## src/rtl/bask_demod_if.sv

```systemverilog
// Sample stream in, bit/word decisions out, for the BASK receiver.
interface bask_demod_if;
  logic [7:0] sample_in;
  logic       sample_valid;
  logic       start;
  logic       busy;
  logic       bit_out;
  logic       bit_valid;
  logic [7:0] data_out;
  logic       data_valid;

  modport master (
    output sample_in, sample_valid, start,
    input  busy, bit_out, bit_valid, data_out, data_valid
  );

  modport slave (
    input  sample_in, sample_valid, start,
    output busy, bit_out, bit_valid, data_out, data_valid
  );
endinterface

```

## src/rtl/bask_demod.sv

```systemverilog
// Binary ASK receiver: integrates each bit period, slices against THRESHOLD, assembles MSB-first bytes.
// Bit/word decisions register on the edge of the bit's last valid sample; no backpressure, invalid samples are skipped.
module bask_demod #(
  parameter int SAMPLES_PER_BIT = 16,
  parameter int THRESHOLD       = 512
) (
  input  logic         clk,
  input  logic         reset,
  bask_demod_if.slave  bus
);
  localparam int CNT_W = $clog2(SAMPLES_PER_BIT);
  localparam int ACC_W = 8 + CNT_W;
  localparam logic [ACC_W:0]   THR      = (ACC_W + 1)'(THRESHOLD);
  localparam logic [CNT_W-1:0] LAST_SMP = CNT_W'(SAMPLES_PER_BIT - 1);

  typedef enum logic {IDLE, RUN} state_t;

  state_t           state_q, state_d;
  logic [ACC_W-1:0] acc_q, acc_d;
  logic [CNT_W-1:0] scnt_q, scnt_d;
  logic [2:0]       bcnt_q, bcnt_d;
  logic [7:0]       shreg_q, shreg_d;
  logic             bit_out_q, bit_out_d;
  logic             bit_valid_q, bit_valid_d;
  logic [7:0]       data_out_q, data_out_d;
  logic             data_valid_q, data_valid_d;

  logic [ACC_W-1:0] sum;
  logic             decision;

  assign sum      = acc_q + {{(ACC_W-8){1'b0}}, bus.sample_in};
  assign decision = ({1'b0, sum} >= THR);

  always_comb begin
    state_d      = state_q;
    acc_d        = acc_q;
    scnt_d       = scnt_q;
    bcnt_d       = bcnt_q;
    shreg_d      = shreg_q;
    bit_out_d    = bit_out_q;
    bit_valid_d  = 1'b0;
    data_out_d   = data_out_q;
    data_valid_d = 1'b0;

    if (bus.start) begin
      // Sync always wins: discards any partial word, including a word-completing sample.
      state_d = RUN;
      acc_d   = '0;
      scnt_d  = '0;
      bcnt_d  = '0;
      shreg_d = '0;
    end else if (state_q == IDLE) begin
      acc_d  = '0;
      scnt_d = '0;
      bcnt_d = '0;
    end else if (bus.sample_valid) begin
      if (scnt_q == LAST_SMP) begin
        shreg_d     = {shreg_q[6:0], decision};
        bit_out_d   = decision;
        bit_valid_d = 1'b1;
        acc_d       = '0;
        scnt_d      = '0;
        bcnt_d      = bcnt_q + 3'd1;
        if (bcnt_q == 3'd7) begin
          data_out_d   = {shreg_q[6:0], decision};
          data_valid_d = 1'b1;
          state_d      = IDLE;
        end
      end else begin
        acc_d  = sum;
        scnt_d = scnt_q + 1'b1;
      end
    end
  end

  always_ff @(posedge clk or negedge reset) begin
    if (!reset) begin
      state_q      <= IDLE;
      acc_q        <= '0;
      scnt_q       <= '0;
      bcnt_q       <= '0;
      shreg_q      <= '0;
      bit_out_q    <= 1'b0;
      bit_valid_q  <= 1'b0;
      data_out_q   <= '0;
      data_valid_q <= 1'b0;
    end else begin
      state_q      <= state_d;
      acc_q        <= acc_d;
      scnt_q       <= scnt_d;
      bcnt_q       <= bcnt_d;
      shreg_q      <= shreg_d;
      bit_out_q    <= bit_out_d;
      bit_valid_q  <= bit_valid_d;
      data_out_q   <= data_out_d;
      data_valid_q <= data_valid_d;
    end
  end

  assign bus.busy       = (state_q == RUN);
  assign bus.bit_out    = bit_out_q;
  assign bus.bit_valid  = bit_valid_q;
  assign bus.data_out   = data_out_q;
  assign bus.data_valid = data_valid_q;
endmodule

```

## src/flat_wrapper.sv

```systemverilog
// flat-port wrapper written by rule: the top's interface ports become plain ports
module bask_demod_flat 
#(
  parameter int SAMPLES_PER_BIT = 16,
  parameter int THRESHOLD       = 512
)
  (clk, reset, bus_sample_in, bus_sample_valid, bus_start, bus_busy, bus_bit_out, bus_bit_valid, bus_data_out, bus_data_valid);
  bask_demod_if bus_i ();
  input  logic clk;
  input  logic reset;
  input wire logic [$bits(bus_i.sample_in)-1:0] bus_sample_in;
  input wire logic [$bits(bus_i.sample_valid)-1:0] bus_sample_valid;
  input wire logic [$bits(bus_i.start)-1:0] bus_start;
  output wire logic [$bits(bus_i.busy)-1:0] bus_busy;
  output wire logic [$bits(bus_i.bit_out)-1:0] bus_bit_out;
  output wire logic [$bits(bus_i.bit_valid)-1:0] bus_bit_valid;
  output wire logic [$bits(bus_i.data_out)-1:0] bus_data_out;
  output wire logic [$bits(bus_i.data_valid)-1:0] bus_data_valid;
  assign bus_i.sample_in = bus_sample_in;
  assign bus_i.sample_valid = bus_sample_valid;
  assign bus_i.start = bus_start;
  assign bus_busy = bus_i.busy;
  assign bus_bit_out = bus_i.bit_out;
  assign bus_bit_valid = bus_i.bit_valid;
  assign bus_data_out = bus_i.data_out;
  assign bus_data_valid = bus_i.data_valid;
  bask_demod #(.SAMPLES_PER_BIT(SAMPLES_PER_BIT), .THRESHOLD(THRESHOLD)) u_core (.clk(clk), .reset(reset), .bus(bus_i));
endmodule
```

## config.mk

```make
export PLATFORM = sky130hd
export DESIGN_NAME = bask_demod_flat
export DESIGN_NICKNAME = d
export VERILOG_FILES = /design/src/rtl/bask_demod_if.sv /design/src/rtl/bask_demod.sv /design/src/flat_wrapper.sv
export SDC_FILE = /design/constraint.sdc
export NUM_CORES = 1
export LEC_CHECK = 0
export BUFFER_PORTS_ARGS = -buffer_cell sky130_fd_sc_hd__clkbuf_2
export CAP_MARGIN = 20
export CORE_ASPECT_RATIO = 1.5
export CORE_MARGIN = 2
export CORE_UTILIZATION = 50
export CTS_BUF_LIST = sky130_fd_sc_hd__clkbuf_16
export DETAILED_ROUTE_END_ITERATION = 10
export GPL_TIMING_DRIVEN = 0
export HOLD_SLACK_MARGIN = 0.1
export PLACE_DENSITY = 0.7
export SLEW_MARGIN = 20
export SYNTH_ARGS = -nofsm -noshare
export SYNTH_HDL_FRONTEND = slang
export SYNTH_SLANG_ARGS = --single-unit
```

## constraint.sdc

```tcl
create_clock -name clk -period 4.55 [get_ports clk]
set_clock_uncertainty 0.2 [all_clocks]
set_input_delay 0.455 -clock clk [delete_from_list [all_inputs] [get_ports clk]]
set_output_delay 0.455 -clock clk [all_outputs]
set_load 0.02 [all_outputs]
```

==> metrics.cfg, run 1 <==
[clock_network]
cts_resized=0
post_cts_buffers=0
cts_root_buffer=clkbuf_16
cts.sinks=38
cts.path.max_buffers=2
ctsHoldBuffers=0
insertion_delay_ns=0.28
cts_made_buffers=5
clkTransAtPathRegs_ns=0.06
cts_tree=built
htreeDepth=2

[timing]
timing.final.crit_share_pct=54.34
max_freq_mhz=404.4
max_slew_margin_pct=37.25
tightest_slew_ns=0.9413
rsz0062_at_grt=false
min_period_ns=2.473
slew_violations=0
hold_viol=0
tns_ns=0
setup_viol=0
fin_hold_ws_ns=0.1087

[logic_synthesis]
synth-edff-count=0
yosysUniqueCellTypes=38
syn_inst=199
synth.largest_area_cell=dfrtp_1
synth.cell_area_um2=1954
avgSynthCellArea_um2=9.821
ys_ff_latch=38
yosysSeqAreaShare_pct=48.66
syn_nets=223
synth_ff_type=dfrtp_1
async_flop_share_pct=100.0
yosysWarnings=0
ys_top_cells_by_area=dfrtp_1 49%, nand2_1 9.4%, ha_1 7.0%
synth_top_area_share_pct=48.66

[setup_path]
arrival_ns=2.41
critical_path_class=flop to flop
crit_family=compound AO/OA/AOI/OAI gates
end_kind=flop
path_buf_inv=0
cp_max_fo=4
worst_setup_path_start_kind=flop
cp.required_ns=4.49
slowest_stage=fa_1
crit_chain=ha_1 -> fa_1 -> a211oi_1 -> o21ai_1 -> o21ai_0 -> xor2_1 -> a41oi_1
cpPeakStageDelay_ns=0.43

[drt]
drc=0
vias_per_cell=5.565
wl_met3_um=134
drt.antenna.violating_nets=0
via_count=1508
dr.pass1.iters=4
drt_iter0_drc=20
wl_per_cell_um=14.16
dr.max_layer_used=met4
wl_um=3838
routed-wl-met2_um=2108
wl_met1_um=1554

[global_routing]
grt_max_degree=39
first_global_vias=1536
grt_use_total_pct=20.38
grt_overflow=0
antenna_found_initial=0
grt_pass1_wl_um=6589

[power_and_ir_drop]
vdd_drop_max_uv=284.7
p_leak_nw=1.159
powerDensity_nw_per_um2=399.7
fin_total_pwr_mw=0.9202

[floorplan]
dieArea_um2=4435
coreArea_um2=3716
start_util_pct=52.59
dieWidth_um=55.05
rows=27
die_y_um=80.57
ioPinCount=24

[placed_design]
hpwl_um=2687
portBuffers=21
gp_congestion=0.7981

[final_layout]
drive_above_1_share_pct=17.54
area_growth_pct=17.80
fin_nets=251
antenna_cells=0

[flow_run]
drv_cap=0

[hold_path]
hold_class=input pin to asynchronous set/reset pin

[outcome]
status=finished clean

final cells by class:
type                            instances  area [µm²]
Fill cell                             340        1414
Multi-Input combinational cell        152       958.4
Sequential cell                        38       950.9
Clock buffer                            5       125.1
Timing Repair Buffer                   21       105.1
Clock inverter                          3       63.81
Tap cell                               43       53.80
Buffer                                  8       41.29
Inverter                                1       3.754
flip-flops by register name, summed over array words and instances (netlist names):
signal                 count
u_core.acc_q              12
u_core.bus.data_out        8
u_core.shreg_q             7
u_core.scnt_q              4
u_core.bcnt_q              3
u_core.bus.bit_out         1
u_core.bus.bit_valid       1
u_core.bus.busy            1
u_core.bus.data_valid      1
routing by layer:
layer  GRT usage (%)  vias to the layer above
li1                -                      753
met1           21.68                      727
met2           37.14                       24
met3           5.204                        4
met4           6.585                        0
met5               0                        -
path summary, 6_finish.rpt:
check	slack, ns	cells after the start	to	from
hold reg to reg	0.27	2	u_core.bus.data_out[4]$_DFFE_PN0P_	u_core.bus.data_out[4]$_DFFE_PN0P_
setup / recovery	2.08	7	u_core.bus.data_out[0]$_DFFE_PN0P_	u_core.acc_q[0]$_DFFE_PN0P_
hold / removal	0.11	1	u_core.bus.data_out[7]$_DFFE_PN0P_	reset
min in group clk	0.27	2	u_core.shreg_q[1]$_DFFE_PN0P_	bus_start
max in group asynchronous	3.45	1	u_core.scnt_q[1]$_DFFE_PN0P_	reset
setup reg to reg	2.08	7	u_core.bus.data_out[0]$_DFFE_PN0P_	u_core.acc_q[0]$_DFFE_PN0P_
layout by cell type, fill, tap and decap left out, drive strengths merged, types with 2 or more instances in the layout:
cell / n
a22o: 4
nor3: 2
o211ai: 2
ha: 11
buf: 7
nand4: 3
o22ai: 3
xor2: 7
xnor2: 5
bufinv: 2
dfrtp: 38
nor2: 11
clkinv: 2
a31oi: 4
o21ai: 12
nand3: 4
a21oi: 11
a41oi: 3
a211oi: 2
and3: 2
clkbuf: 27
a21o: 7
nand2: 49
power breakdown:
| part | total (mW) | internal, mW | switching, mW | leakage (nW) |
|---|---|---|---|---|
| registers | 0.360 | 0.350 | 0.00966 | 0.519 |
| clock network | 0.446 | 0.312 | 0.134 | 0.0915 |
| logic | 0.114 | 0.0483 | 0.0660 | 0.549 |
metrics by stage:
step	instances	utilization, %	cell area [µm²]	setup WS, ns
after floorplan	199	-	1954	2.229
after detailed placement	263	56.87	2113	1.911
after global placement	263	56.87	2113	1.900
after global routing	271	61.95	2302	1.858
after CTS	271	61.95	2302	2.041
final	271	61.95	2302	2.077
cells in the mapped netlist, drive strengths merged (3+ instances only):
library cell   n
a21o           7
a21oi         11
a22o           4
a31oi          4
a41oi          3
buf            7
dfrtp         38
ha            11
nand2         49
nand3          4
nand4          3
nor2          11
o21ai         12
o22ai          3
xnor2          5
xor2           7
cell families (layout without fill, tap and decap cells):
| kind of cell | count (synthesis) | in the layout | share of synthesized area [%] |
|---|---|---|---|
| AND/OR/NAND/NOR | 75 | 75 | 16.33 |
| XOR/XNOR | 12 | 12 | 5.762 |
| flip-flops | 38 | 38 | 48.66 |
| multiplexers | 1 | 1 | 0.5122 |
| adder cells (fa/ha/maj) | 12 | 12 | 8.067 |
| AO/OA/AOI/OAI | 52 | 52 | 18.37 |
| buffers and inverters | 9 | 38 | 2.305 |
(Power assumes the default switching activity.)
==> run 2, diff against run 1 <==
--- a/config.mk
+++ b/config.mk
@@ -14,7 +14,7 @@
 export DETAILED_ROUTE_END_ITERATION = 10
 export GPL_TIMING_DRIVEN = 0
 export HOLD_SLACK_MARGIN = 0.1
-export PLACE_DENSITY = 0.7
+export PLACE_DENSITY = 0.73
 export SLEW_MARGIN = 20
 export SYNTH_ARGS = -nofsm -noshare
 export SYNTH_HDL_FRONTEND = slang
==> constraint.sdc (replaced) <==
create_clock -name clk -period 2.09 [get_ports clk]
set_clock_uncertainty 0.2 [all_clocks]
set_input_delay 0.209 -clock clk [delete_from_list [all_inputs] [get_ports clk]]
set_output_delay 0.209 -clock clk [all_outputs]
set_load 0.02 [all_outputs]
==> metrics.cfg, run 2 (same netlist as run 1, synthesis figures left out) <==
[setup_path]
cp_common_cell=o21ai_2
arrival_ns=2.13  ; was 2.41 ns
path_buf_inv=0  ; unchanged
reg2reg_to=u_core.shreg_q[0]$_DFFE_PN0P_  ; was u_core.bus.data_out[0]$_DFFE_PN0P_
r2r_start=u_core.acc_q[0]$_DFFE_PN0P_  ; unchanged
slowest_stage=dfrtp_1  ; was fa_1
r2r_cells=7  ; unchanged
cp.required_ns=2.03  ; was 4.49 ns
reg2reg_slack_ns=-0.10  ; was 2.08 ns
crit_chain=ha_4 -> fa_2 -> a211oi_2 -> o21ai_2 -> o21ai_2 -> xor2_2 -> a41oi_2  ; was ha_1 -> fa_1 -> a211oi_1 -> o21ai_1 -> o21ai_0 -> xor2_1 -> a41oi_1
cpPeakStageDelay_ns=0.40  ; was 0.43 ns
critical_path_class=flop to flop  ; unchanged
crit_family=compound AO/OA/AOI/OAI gates  ; unchanged
worst_setup_path_start_kind=flop  ; unchanged
end_kind=flop  ; unchanged
cp_max_fo=4  ; unchanged

[placed_design]
portBuffers=21  ; unchanged
gp_congestion=0.7813  ; was 0.7981
dp_cells=263  ; unchanged
hpwl_um=2719  ; was 2687 µm

[global_routing]
grt_pass1_wl_um=6872  ; was 6589 µm
grt_use_total_pct=21.45  ; was 20.38%
first_global_vias=1541  ; was 1536
grt_overflow=0  ; unchanged
grt_max_degree=39  ; unchanged
antenna_found_initial=0  ; unchanged

[final_layout]
fin_nets=260  ; was 251
largest_reg_flops=12  ; unchanged
multi_input_area_um2=1089  ; was 958.4 µm²
instances_no_fill=280  ; was 271
drive_above_1_share_pct=26.58  ; was 17.54%
antenna_cells=0  ; unchanged
layout_commonest_cell=nand2_1  ; unchanged
fill_cells=307  ; was 340
utilization_pct=67.88  ; was 61.95%
regArea_um2=950.9  ; unchanged
area_growth_pct=29.07  ; was 17.80%
regMostFlops=u_core.acc_q  ; unchanged
mostFrequentLayoutCells=49 x nand2_1, 38 x dfrtp_1, 22 x clkbuf_2, 11 x nor2_1, 11 x a21oi_1  ; was 49 x nand2_1, 38 x dfrtp_1, 21 x clkbuf_2

[clock_network]
cts_made_buffers=5  ; unchanged
cts_tree=built  ; unchanged
cts.path.max_buffers=2  ; unchanged
cts_root_buffer=clkbuf_16  ; unchanged
clkTransAtPathRegs_ns=0.06  ; about the same
insertion_delay_ns=0.28  ; about the same
htreeDepth=2  ; unchanged
cts.sinks=38  ; unchanged

[timing]
setup_viol=6  ; was 0
tightest_slew_ns=0.9266  ; was 0.9413 ns
timing.final.crit_share_pct=104.8  ; was 54.34%
max_freq_mhz=456.6  ; was 404.4 MHz
max_slew_margin_pct=38.23  ; was 37.25%
rsz0062_at_grt=true  ; was false
fin_hold_ws_ns=0.1060  ; was 0.1087 ns
hold_viol=0  ; unchanged
setup_slack_ns=-0.1001  ; was 2.077 ns
slew_violations=0  ; unchanged
min_period_ns=2.190  ; was 2.473 ns

[floorplan]
dieArea_um2=4435  ; unchanged
ioPinCount=24  ; unchanged
coreArea_um2=3716  ; unchanged
dieWidth_um=55.05  ; unchanged
start_util_pct=52.59  ; unchanged
die_y_um=80.57  ; unchanged
rows=27  ; unchanged

[drt]
vias_per_cell=5.536  ; was 5.565
drt_iter0_drc=30  ; was 20
wl_um=4199  ; was 3838 µm
dr.pass1.iters=4  ; unchanged
wl_per_cell_um=15.00  ; was 14.16 µm
drt.antenna.violating_nets=0  ; unchanged
via_count=1550  ; was 1508
drc=0  ; unchanged

[hold_path]
worstHoldEndpoint=u_core.acc_q[0]$_DFFE_PN0P_
hold_class=input pin to flop  ; was input pin to asynchronous set/reset pin
hold_path_startpoint=bus_sample_in[0]
hold_path_depth=3

[outcome]
violations=negative setup slack
status=finished with violations  ; was finished clean

[power_and_ir_drop]
powerDensity_nw_per_um2=831.6  ; was 399.7 nW/µm²
p_leak_nw=1.225  ; was 1.159 nW
vdd_drop_max_uv=693.6  ; was 284.7 µV

[flow_run]
drv_cap=0  ; unchanged

[run 2: cell count changes in the layout (fill, tap and decap cells not counted), moves of 2 or more]
cell,delta
xnor2_1,-3
ha_4,+2
o21ai_1,+3
ha_1,-3
o21ai_2,+2
o21ai_0,-5
buf_4,+5
buf_6,+2
dlygate4sd3_1,+3
a41oi_1,-2
xnor2_2,+2
a41oi_2,+2
[run 2: stage by stage]
stage | area [µm²] | worst slack, ns | setup TNS (ns) | power, mW
after CTS | 2429 | -0.2054 | -0.8818 | 2.062
after global routing | 2522 | -0.1930 | -1.057 | 2.178
after detailed placement | 2123 | -0.2233 | -0.9438 | 1.052
final | 2522 | -0.1001 | -0.3921 | 2.098
after floorplan | 1964 | 0.006830 | 0 | 0.9817
after global placement | 2123 | -0.1907 | -0.7287 | 1.044
[run 2: what timing repair did]
action | in CTS | in global routing
setup buffers | 5 | 1
endpoints found under the setup margin | 6 | 17
gates resized for setup | 8 | 19
cloned | 0 | 0
pin swaps | 11 | 14
hold buffers | 3 | 0
hold endpoints to repair | 46 | 0
[run 2: area by class of cell]
class / count / area share [%]
inverter: 1 / 0.2976
timing repair buffer: 30 / 7.292
sequential: 38 / 37.70
tap: 43 / 2.133
clock inverter: 3 / 2.530
buffer: 8 / 1.935
clock buffer: 5 / 4.960
multi-input combinational: 152 / 43.15
[run 2: routing by layer]
metal	part of all wire (%)	vias to the layer above	track usage, %	routed length, µm
met2	55	40	37.86	2299
met3	3.9	7	4.275	165
met1	40	727	25.15	1673
met4	1.5	0	6.341	61
met5	0	-	0	0
li1	-	776	-	-
[run 2: how the worst max path moves through the flow]
stage | startpoint | end | slack (ns) | cells past startpoint
2_1_floorplan | u_core.acc_q[0]$_DFFE_PN0P_ | u_core.bus.bit_out$_DFFE_PN0P_ | 0.007 | 7
3_3_place_gp | u_core.acc_q[0]$_DFFE_PN0P_ | u_core.shreg_q[0]$_DFFE_PN0P_ | -0.19 | 7
3_5_place_dp | u_core.acc_q[0]$_DFFE_PN0P_ | u_core.shreg_q[0]$_DFFE_PN0P_ | -0.22 | 7
4_1_cts | u_core.acc_q[0]$_DFFE_PN0P_ | u_core.shreg_q[0]$_DFFE_PN0P_ | -0.21 | 7
5_1_grt | u_core.acc_q[0]$_DFFE_PN0P_ | u_core.shreg_q[0]$_DFFE_PN0P_ | -0.19 | 7
6_report | u_core.acc_q[0]$_DFFE_PN0P_ | u_core.shreg_q[0]$_DFFE_PN0P_ | -0.10 | 7
[run 2: worst register-to-register path: stages (launching register included)]
cell	delay, ns
dfrtp_1	0.40
ha_4	0.18
fa_2	0.35
a211oi_2	0.22
o21ai_2	0.11
o21ai_2	0.18
xor2_2	0.28
a41oi_2	0.15
[run 2: power by group]
part / total (mW) / switching (mW) / internal (mW)
Clock: 0.960 / 0.281 / 0.679
Sequential: 0.786 / 0.0240 / 0.762
Combinational: 0.352 / 0.182 / 0.169
==> run 3, diff against run 2 <==
--- a/config.mk
+++ b/config.mk
@@ -5,6 +5,7 @@
 export SDC_FILE = /design/constraint.sdc
 export NUM_CORES = 1
 export LEC_CHECK = 0
+export ABC_AREA = 1
 export BUFFER_PORTS_ARGS = -buffer_cell sky130_fd_sc_hd__clkbuf_2
 export CAP_MARGIN = 20
 export CORE_ASPECT_RATIO = 1.5
==> metrics.cfg, run 3 <==
[drt]
vias_per_cell=5.069  ; was 5.536
drt.antenna.violating_nets=0  ; unchanged
drc=0  ; unchanged
dr.pass1.iters=4  ; unchanged
drt_iter0_drc=60  ; was 30
wl_um=4201  ; was 4199 µm
wl_per_cell_um=12.54  ; was 15.00 µm
via_count=1698  ; was 1550

[placed_design]
placed_cell_area_um2=2268  ; was 2123 µm²
portBuffers=23  ; was 21
pre_cts_ws_ns=0.01798  ; was -0.2233 ns
dp_cells=320  ; was 263
gp_congestion=0.8075  ; was 0.7813
hpwl_um=2998  ; was 2719 µm

[final_layout]
fill_cells=372  ; was 307
regMostFlops=u_core.acc_q  ; unchanged
utilization_pct=63.25  ; was 67.88%
mostFrequentLayoutCells=70 x nand2_1, 38 x dfrtp_1, 35 x inv_1, 23 x clkbuf_2  ; was 49 x nand2_1, 38 x dfrtp_1, 22 x clkbuf_2, 11 x nor2_1, 11 x a21oi_1
layout_commonest_cell=nand2_1  ; unchanged
stdcell_area_um2=2526  ; was 2522 µm²
antenna_cells=0  ; unchanged
fin_nets=313  ; was 260
largest_reg_flops=12  ; unchanged
drive_above_1_share_pct=24.14  ; was 26.58%
area_growth_pct=20.47  ; was 29.07%
instances_no_fill=335  ; was 280

[timing]
setup_slack_ns=0.1185  ; was -0.1001 ns
setup_viol=0  ; was 6
rsz0062_at_grt=false  ; was true
tns_ns=0  ; was -0.3921 ns
slew_violations=0  ; unchanged
tightest_slew_ns=0.9247  ; was 0.9266 ns
min_period_ns=1.971  ; was 2.190 ns
timing.final.crit_share_pct=94.33  ; was 104.8%
max_slew_margin_pct=38.35  ; was 38.23%
hold_viol=0  ; unchanged
max_freq_mhz=507.2  ; was 456.6 MHz
fin_hold_ws_ns=0.1754  ; was 0.1060 ns

[setup_path]
cp_common_cell=nand2_1  ; was o21ai_2
cp_max_fo=3  ; was 4
crit_family=adder cells  ; was compound AO/OA/AOI/OAI gates
cp.depth=9  ; was 7
reg2reg_to=u_core.bus.data_out[0]$_DFFE_PN0P_  ; was u_core.shreg_q[0]$_DFFE_PN0P_
worst_setup_path_start_kind=flop  ; unchanged
r2r_start=u_core.acc_q[0]$_DFFE_PN0P_  ; unchanged
arrival_ns=1.95  ; was 2.13 ns
crit_chain=ha_4 -> fa_2 -> buf_4 -> nand3_1 -> nand4_1 -> nand2_2 -> nand3_2 -> nand2_1 -> nand2_1  ; was ha_4 -> fa_2 -> a211oi_2 -> o21ai_2 -> o21ai_2 -> xor2_2 -> a41oi_2
cpPeakStageDelay_ns=0.42  ; was 0.40 ns
r2r_cells=9  ; was 7
reg2reg_slack_ns=0.12  ; was -0.10 ns
path_buf_inv=1  ; was 0
end_kind=flop  ; unchanged
slowest_stage=fa_2  ; was dfrtp_1
cp.required_ns=2.07  ; was 2.03 ns
critical_path_class=flop to flop  ; unchanged

[outcome]
status=finished clean  ; was finished with violations

[logic_synthesis]
synth_top_area_share_pct=45.35  ; was 48.66%
synthAdderAreaFrac_pct=7.518  ; was 8.067%
synth.largest_area_cell=dfrtp_1  ; unchanged
yosysWarnings=0  ; unchanged
synth_xor_area_share_pct=0.4177  ; was 5.762%
yosysUniqueCellTypes=28  ; was 38
avgSynthCellArea_um2=8.321  ; was 9.821 µm²
synth_top_family_by_area=simple AND/OR/NAND/NOR gates  ; was compound AO/OA/AOI/OAI gates
ys_top_cells_by_area=dfrtp_1 45%, nand2_1 13%, ha_1 6.6%  ; was dfrtp_1 49%, nand2_1 9.4%, ha_1 7.0%
synth-edff-count=0  ; unchanged
synthMuxAreaShare_pct=0  ; was 0.5122%
synth_common_cells=70 x nand2_1, 38 x dfrtp_1, 35 x inv_1  ; was 49 x nand2_1, 38 x dfrtp_1
synth_compound_area_share_pct=12.05  ; was 18.37%
synth_ff_type=dfrtp_1  ; unchanged
syn_nets=276  ; was 223
post-synth-top-count-cell=nand2_1  ; unchanged
async_flop_share_pct=100.0  ; unchanged
synth.cell_area_um2=2097  ; was 1954 µm²
ys_ff_latch=38  ; unchanged
yosysSeqAreaShare_pct=45.35  ; was 48.66%
syn_inst=252  ; was 199
synth_simple_gate_area_share_pct=26.85  ; was 16.33%

[global_routing]
grt_overflow=0  ; unchanged
grt_max_degree=39  ; unchanged
grt_use_total_pct=18.97  ; was 21.45%
first_global_vias=1690  ; was 1541
grt_pass1_wl_um=7065  ; was 6872 µm
antenna_found_initial=0  ; unchanged

[floorplan]
start_util_pct=52.51  ; was 52.59%
die_y_um=83.32  ; was 80.57 µm
ioPinCount=24  ; unchanged
rows=28  ; was 27
dieArea_um2=4739  ; was 4435 µm²
coreArea_um2=3994  ; was 3716 µm²
dieWidth_um=56.88  ; was 55.05 µm

[clock_network]
cts.path.max_buffers=2  ; unchanged
cts_tree=built  ; unchanged
insertion_delay_ns=0.28  ; about the same
cts_made_buffers=5  ; unchanged
cts.sinks=38  ; unchanged
cts_root_buffer=clkbuf_16  ; unchanged
clkTransAtPathRegs_ns=0.06  ; about the same
htreeDepth=2  ; unchanged

[hold_path]
hold_path_startpoint=bus_sample_in[4]  ; was bus_sample_in[0]
worstHoldEndpoint=u_core.acc_q[4]$_DFFE_PN0P_  ; was u_core.acc_q[0]$_DFFE_PN0P_
hold_path_depth=4  ; was 3
hold_class=input pin to flop  ; unchanged

[power_and_ir_drop]
fin_total_pwr_mw=1.947  ; was 2.098 mW
powerDensity_nw_per_um2=770.5  ; was 831.6 nW/µm²
vdd_drop_max_uv=824.5  ; was 693.6 µV
p_leak_nw=1.327  ; was 1.225 nW

[flow_run]
drv_cap=0  ; unchanged

[run 3: cell types whose count changed after synthesis, sizes merged, moves of 7 or more]
cell,before,now
nor2,11,20
xor2,7,0
nand2,49,79
a21o,7,0
nand3,4,14
inv,0,38
[run 3: what timing repair did]
item / CTS / global route
resized for setup: 0 / 5
endpoints found under the setup margin: 0 / 2
hold endpoints to repair: 43 / 0
hold buffers: 4 / 0
buffers inserted: 0 / 3
[run 3: cell families after synthesis]
| group | after synthesis |
|---|---|
| AO/OA/AOI/OAI | 41 |
| XOR/XNOR | 1 |
| adder cells (fa/ha/maj) | 12 |
| buffers and inverters | 40 |
| flip-flops | 38 |
| AND/OR/NAND/NOR | 120 |
[run 3: worst max-delay path by stage]
stage                                 from                                 end  slack [ns]
6_report       u_core.acc_q[0]$_DFFE_PN0P_  u_core.bus.data_out[0]$_DFFE_PN0P_        0.12
5_1_grt        u_core.acc_q[3]$_DFFE_PN0P_      u_core.bus.bit_out$_DFFE_PN0P_       0.003
4_1_cts        u_core.acc_q[0]$_DFFE_PN0P_         u_core.acc_q[8]$_DFFE_PN0P_       0.005
3_5_place_dp   u_core.acc_q[0]$_DFFE_PN0P_         u_core.acc_q[8]$_DFFE_PN0P_        0.02
3_3_place_gp   u_core.acc_q[0]$_DFFE_PN0P_         u_core.acc_q[8]$_DFFE_PN0P_        0.03
2_1_floorplan  u_core.acc_q[0]$_DFFE_PN0P_         u_core.acc_q[8]$_DFFE_PN0P_        0.21
[run 3: power breakdown]
part / internal [mW] / total (mW) / switching (mW)
sequential: 0.774 / 0.802 / 0.0282
combinational: 0.110 / 0.282 / 0.173
clock: 0.562 / 0.862 / 0.300
[run 3: final cells by class]
cell class	count	area [µm²]	share of cell area (%)
inverter	38	145.1	5.745
clock buffer	5	125.1	4.953
clock inverter	3	45.04	1.783
timing repair buffer	30	177.7	7.033
tap	45	56.30	2.229
sequential	38	950.9	37.64
multi-input combinational	174	1007	39.87
buffer	2	18.77	0.7429
[run 3: worst register-to-register path, cell delays in order (launching register included)]
cell and delay [ns]:
dfrtp_1 0.40, ha_4 0.19, fa_2 0.42, buf_4 0.15, nand3_1 0.09, nand4_1 0.11, nand2_2 0.10, nand3_2 0.09
nand2_1 0.09, nand2_1 0.05
[run 3: routing by layer]
metal,vias up,track usage (%),part of all wire [%]
met1,786,21.07,41
met5,-,0,0
met2,24,34.04,55
li1,883,-,-
met3,5,4.361,2.9
met4,0,7.611,1.4
